**src/rtl/display_edit_controller.sv**
```systemverilog
// Front-panel edit controller: debounces five buttons and turns press edges into
// cursor moves, hex digit steps, decimal-point toggles and bulk loads. Optional macro: AUTO_REPEAT_EN.
module display_edit_controller #(
  parameter int NUM_DIGITS      = 4,
  parameter int DEBOUNCE_CYCLES = 100000,
  parameter int REPEAT_DELAY    = 25000000,
  parameter int REPEAT_PERIOD   = 5000000,
  parameter int CURSOR_W        = $clog2(NUM_DIGITS)
) (
  input  logic                    clock,
  input  logic                    resetN,
  input  logic [4:0]              buttons,
  input  logic                    loadEnable,
  input  logic [4*NUM_DIGITS-1:0] loadData,
  output logic [4*NUM_DIGITS-1:0] data,
  output logic [NUM_DIGITS-1:0]   pointEnable,
  output logic [CURSOR_W-1:0]     cursor,
  output logic [NUM_DIGITS-1:0]   cursorOneHot
);

  localparam int DB_W = $clog2(DEBOUNCE_CYCLES);
  localparam logic [DB_W-1:0] DB_LAST = DB_W'(DEBOUNCE_CYCLES - 1);
  localparam logic [CURSOR_W-1:0] LAST_DIGIT = CURSOR_W'(NUM_DIGITS - 1);

  logic [4:0]      sync_p0, sync_p1, stable, prevStable, press;
  logic [DB_W-1:0] debCnt [5];
  logic            repUp, repDown, stepUp, stepDown;

  // Stage boundary: two-flop synchroniser, then per-button debounce counter
  always_ff @(posedge clock) begin
    if (!resetN) begin
      sync_p0    <= '0;
      sync_p1    <= '0;
      stable     <= '0;
      prevStable <= '0;
      for (int i = 0; i < 5; i++) debCnt[i] <= '0;
    end else begin
      sync_p0    <= buttons;
      sync_p1    <= sync_p0;
      prevStable <= stable;
      for (int i = 0; i < 5; i++) begin
        if (sync_p1[i] == stable[i]) begin
          debCnt[i] <= '0;
        end else if (debCnt[i] == DB_LAST) begin
          debCnt[i] <= '0;
          stable[i] <= sync_p1[i];
        end else begin
          debCnt[i] <= debCnt[i] + DB_W'(1);
        end
      end
    end
  end

  assign press = stable & ~prevStable;

`ifdef AUTO_REPEAT_EN
  localparam int HOLD_MAX = (REPEAT_DELAY > REPEAT_PERIOD) ? REPEAT_DELAY : REPEAT_PERIOD;
  localparam int HOLD_W   = $clog2(HOLD_MAX + 1);

  logic [HOLD_W-1:0] holdCnt;
  logic              repeating, fire, stepHeld, stepReleased;

  assign stepHeld     = stable[3] | stable[4];
  assign stepReleased = (prevStable[3] & ~stable[3]) | (prevStable[4] & ~stable[4]);
  // holdCnt==0 means idle; otherwise it counts cycles since the last step action
  assign fire = stepHeld && (holdCnt != '0) &&
                (holdCnt == (repeating ? HOLD_W'(REPEAT_PERIOD) : HOLD_W'(REPEAT_DELAY)));

  always_ff @(posedge clock) begin
    if (!resetN || stepReleased) begin
      holdCnt   <= '0;
      repeating <= 1'b0;
    end else if (press[3] || press[4]) begin
      holdCnt   <= HOLD_W'(1);
      repeating <= 1'b0;
    end else if (fire) begin
      holdCnt   <= HOLD_W'(1);
      repeating <= 1'b1;
    end else if (holdCnt != '0) begin
      holdCnt <= holdCnt + HOLD_W'(1);
    end
  end

  assign repUp   = fire & stable[3];
  assign repDown = fire & ~stable[3] & stable[4];
`else
  assign repUp   = 1'b0;
  assign repDown = 1'b0;
`endif

  assign stepUp   = press[3] | repUp;
  assign stepDown = press[4] | repDown;

  logic [3:0]              curDigit;
  logic [4*NUM_DIGITS-1:0] nextData;
  logic [NUM_DIGITS-1:0]   nextPoint, nextOneHot;
  logic [CURSOR_W-1:0]     nextCursor;

  always_comb begin
    curDigit = '0;
    for (int i = 0; i < NUM_DIGITS; i++)
      if (cursor == CURSOR_W'(i)) curDigit = data[4*i +: 4];
  end

  // One action per cycle in priority order; lower-priority events are dropped
  always_comb begin
    nextData   = data;
    nextPoint  = pointEnable;
    nextCursor = cursor;
    nextOneHot = '0;
    if (loadEnable) begin
      nextData = loadData;
    end else if (press[1]) begin
      for (int i = 0; i < NUM_DIGITS; i++)
        if (cursor == CURSOR_W'(i)) nextPoint[i] = ~pointEnable[i];
    end else if (stepUp || stepDown) begin
      for (int i = 0; i < NUM_DIGITS; i++)
        if (cursor == CURSOR_W'(i))
          nextData[4*i +: 4] = stepUp ? curDigit + 4'd1 : curDigit - 4'd1;
    end else if (press[0]) begin
      nextCursor = (cursor == LAST_DIGIT) ? '0 : cursor + CURSOR_W'(1);
    end else if (press[2]) begin
      nextCursor = (cursor == '0) ? LAST_DIGIT : cursor - CURSOR_W'(1);
    end
    for (int i = 0; i < NUM_DIGITS; i++)
      if (nextCursor == CURSOR_W'(i)) nextOneHot[i] = 1'b1;
  end

  // Stage boundary: registered outputs
  always_ff @(posedge clock) begin
    if (!resetN) begin
      data         <= '0;
      pointEnable  <= '0;
      cursor       <= '0;
      cursorOneHot <= NUM_DIGITS'(1);
    end else begin
      data         <= nextData;
      pointEnable  <= nextPoint;
      cursor       <= nextCursor;
      cursorOneHot <= nextOneHot;
    end
  end

endmodule

```
**config.mk**
```make
export PLATFORM = sky130hd
export DESIGN_NAME = display_edit_controller
export DESIGN_NICKNAME = d
export VERILOG_FILES = /design/src/rtl/display_edit_controller.sv
export SDC_FILE = /design/constraint.sdc
export NUM_CORES = 1
export LEC_CHECK = 0
export ABC_CLOCK_PERIOD_IN_PS = 4800
export BUFFER_PORTS_ARGS = -buffer_cell sky130_fd_sc_hd__buf_4
export CAP_MARGIN = 20
export CORE_MARGIN = 1.5
export CORE_UTILIZATION = 60
export CTS_CLUSTER_DIAMETER = 80
export DETAILED_ROUTE_END_ITERATION = 10
export HOLD_SLACK_MARGIN = 0.05
export PLACE_DENSITY = 0.86
export SLEW_MARGIN = 10
export SYNTH_ARGS = -nofsm -noshare
export SYNTH_HDL_FRONTEND = slang
export SYNTH_SLANG_ARGS = --single-unit
```
**constraint.sdc**
```tcl
create_clock -name clock -period 4.8 [get_ports clock]
set_input_delay 0.24 -clock clock [delete_from_list [all_inputs] [get_ports clock]]
set_output_delay 0.24 -clock clock [all_outputs]
set_load 0.01 [all_outputs]
```
==> flow_metrics.py <==
metrics = {
    "min_path": {
        "hold_depth": 3,
        "hp-class": "in2reg",
        "holdPathEnd": "data[1]",
        "hp-start": "loadData[1]",
    },
    "synth": {
        "yosysWarnings": 0,
        "syn_inst": 659,
        "synth_top_cells_by_area": "edfxtp_1 39%, dfxtp_1 14%, nor2_1 7.6%",
        "yosysTopAreaCellShare": 0.3894,
        "synth_area_leader_cell": "edfxtp_1",
        "syn_area_um2": 6555,
        "synth_cell_types": 48,
        "synth_seq_cells": 131,
        "synth_edf_count": 85,
        "synth.avg_cell_area_um2": 9.947,
        "yosysSeqAreaShare": 0.5299,
        "async_flop_share": 0,
        "ys.flop_type": "edfxtp_1",
    },
    "power": {
        "vdd_ir_drop_max_mv": 0.2054,
        "power_leakage_nw": 3.029,
        "powerDensity_nw_per_um2": 340.9,
        "fin_total_pwr_mw": 2.707,
    },
    "finish": {
        "syn_to_final_growth_pct": 21.15,
        "nNetsFinal": 831,
        "fin_cells": 944,
        "diodes": 0,
        "final_area_um2": 7941,
        "seqCellArea_um2": 3473,
        "multi_input_area_um2": 3204,
        "layout-drive-gt1-share": 0.1089,
        "fill_cells": 701,
    },
    "clocking": {
        "postCtsHoldBufs": 5,
        "clock_latency_ps": 520,
        "cts_buffers": 17,
        "post_cts_buffers": 0,
        "clkSinkCount": 131,
        "cts-resized-gates": 0,
        "clockRootBuffer": "clkbuf_8",
        "cts_max_level": 4,
        "clk_path_buf_depth": 2,
        "clkTransAtPathRegs_ps": 60,
        "cts_tree": "built",
    },
    "routing": {
        "antenna_left": 0,
        "wl_per_cell_um": 14.26,
        "routed_wl_mm": 13.46,
        "drc_errors": 0,
        "num_vias": 5056,
        "drt_iter0_drc": 293,
        "vias_per_cell": 5.356,
        "dr.pass1.iters": 4,
    },
    "setup_path": {
        "crit_arrival_ps": 3240,
        "endpoint_kind": "flip-flop",
        "path_class": "reg2reg",
        "crit_path_max_fanout": 11,
        "required_ps": 5250,
        "r2r_end": "data[7]",
        "r2r_slack_ps": 2010,
        "reg2regPathDepth": 12,
        "reg2reg_from": "cursor[1]",
        "startpoint_type": "flip-flop",
    },
    "sta": {
        "finalCriticalPeriod_ps": 2793,
        "fin_worst_skew_ps": 6.151,
        "setup_tns_ps": 0,
        "rsz0062_at_grt": "false",
        "tightestPinTransition_ps": 1065,
        "slew_headroom": 0.2716,
        "fin_crit_sh": 0.5818,
        "setup_viol": 0,
        "final_max_slew_viol_count": 0,
        "hold_violations": 0,
        "fmax_mhz": 358.1,
    },
    "floorplan": {
        "fp.coreArea_um2": 10460,
        "ios": 50,
        "dieArea_um2": 11560,
        "fp-row-count": 37,
        "initial_utilization": 0.6265,
        "die_y_um": 107.5,
        "die_w_um": 107.5,
    },
    "global_routing": {
        "grt_pass1_wl_mm": 22.70,
        "grt_pass1_vias": 4957,
        "antenna_found_initial": 0,
        "gr-usage-all-layers": 0.2531,
        "grt-ovfl-total": 0,
        "grt_start_max_net_pins": 29,
    },
    "run": {
        "cap_violations": 0,
    },
    "placed_design": {
        "port-buffer-count": 49,
        "detailed_place.area_um2": 7310,
        "gp_congestion": 0.9408,
        "hpwlAfterDp_mm": 9.393,
        "dp_cells": 907,
    },
    "run_status": {
        "status": "complete, no violations",
    },
}
==> cells by family (layout without fill, tap and decap cells) <==
kind of cell / Yosys count / after routing / share of synthesized area
AND/OR/NAND/NOR: 319 / 319 / 0.2350
flip-flops: 131 / 131 / 0.5299
XOR/XNOR: 87 / 87 / 0.1183
AO/OA/AOI/OAI: 59 / 59 / 0.05516
buffers and inverters: 45 / 110 / 0.02939
adder cells (fa/ha/maj): 12 / 12 / 0.02405
multiplexers: 5 / 5 / 0.007635
other: 1 / 85 / 0.0005721
==> cells in the mapped netlist (2+ instances only) <==
master     instances
a211oi_1          10
nand3b_1           3
nand2_1           49
nor2b_1            6
nand3_1           38
nor4_1            13
a31oi_1            6
nand2b_1           4
dfxtp_1           46
and3_1             5
o21ai_0            8
xnor2_1           43
inv_1             23
nor2_1           132
clkbuf_1          15
mux2i_1            5
or4_1              3
o221ai_1           4
edfxtp_1          85
buf_2              3
and4_1             6
or2_2              5
xor2_1            43
ha_1              11
nor3_1            11
nand4bb_1          2
or3_1              5
nand4_1           12
a21oi_1           26
and2_1            19
==> flip-flops by register name (all words and copies together), names as in the netlist <==
signal and cells:
debCnt 85, data 16, prevStable 5, stable 5, sync_p0 5, sync_p1 5
cursorOneHot 4, pointEnable 4, cursor 2
==> worst max-delay path by stage <==
stage / to / slack (ps) / from / cells past startpoint
2_1_floorplan: data[11] / 2150 / cursor[1] / 13
3_3_place_gp: data[15] / 2160 / cursor[1] / 12
3_5_place_dp: data[7] / 2010 / cursor[1] / 12
4_1_cts: data[7] / 2010 / cursor[1] / 12
5_1_grt: data[3] / 1730 / cursor[1] / 12
6_report: data[7] / 2010 / cursor[1] / 12
==> through the flow <==
step                      setup WS, ps  hold WS (ps)    util
after detailed placement          2008         416.9  0.6986
after CTS                         2014         54.84  0.7590
after global routing              1732         61.38  0.7590
after floorplan                   2149         367.3       -
final                             2007         76.91  0.7590
after global placement            2160         414.9  0.6979
==> area by class of cell <==
cell class / count / share of cell area
sequential: 131 / 0.4374
multi-input combinational: 567 / 0.4035
clock buffer: 25 / 0.06507
timing repair buffer: 55 / 0.05357
tap: 136 / 0.02143
inverter: 23 / 0.01087
clock inverter: 7 / 0.008193
==> worst max-delay path, stage by stage (launching register included) <==
cell and delay [ps]:
dfxtp_1 370, inv_1 90, ha_1 300, nand3b_1 200
a21oi_1 170, a21oi_1 60, o21ai_0 310, ha_1 300
nand2_1 60, nor3_1 40, a221oi_1 300, xnor3_1 330
a31oi_1 200
==> power breakdown <==
group / switching (mW) / internal [mW]
registers: 0.0462 / 1.25
logic: 0.0897 / 0.0745
clock network: 0.463 / 0.788
==> layout by cell type (no fill, tap or decap), drive strengths merged, types with 8 or more instances in the layout <==
master / n
dfxtp: 46
buf: 50
nor4: 13
a211oi: 10
inv: 25
and2: 19
a21oi: 26
nor2: 132
edfxtp: 85
ha: 11
o21ai: 8
nand4: 12
conb: 85
nand2: 49
clkbuf: 25
xor2: 43
nand3: 39
xnor2: 43
nor3: 11
==> per-layer routing <==
metal  vias to the layer above  wire length (um)  track usage
li1                       2480                 -            -
met1                      2375              5672       0.3135
met2                       178              6668       0.4258
met3                        23               856      0.05932
met4                         0               263       0.1053
met5                         -                 0            0
Power figures use the tool's default switching activity.
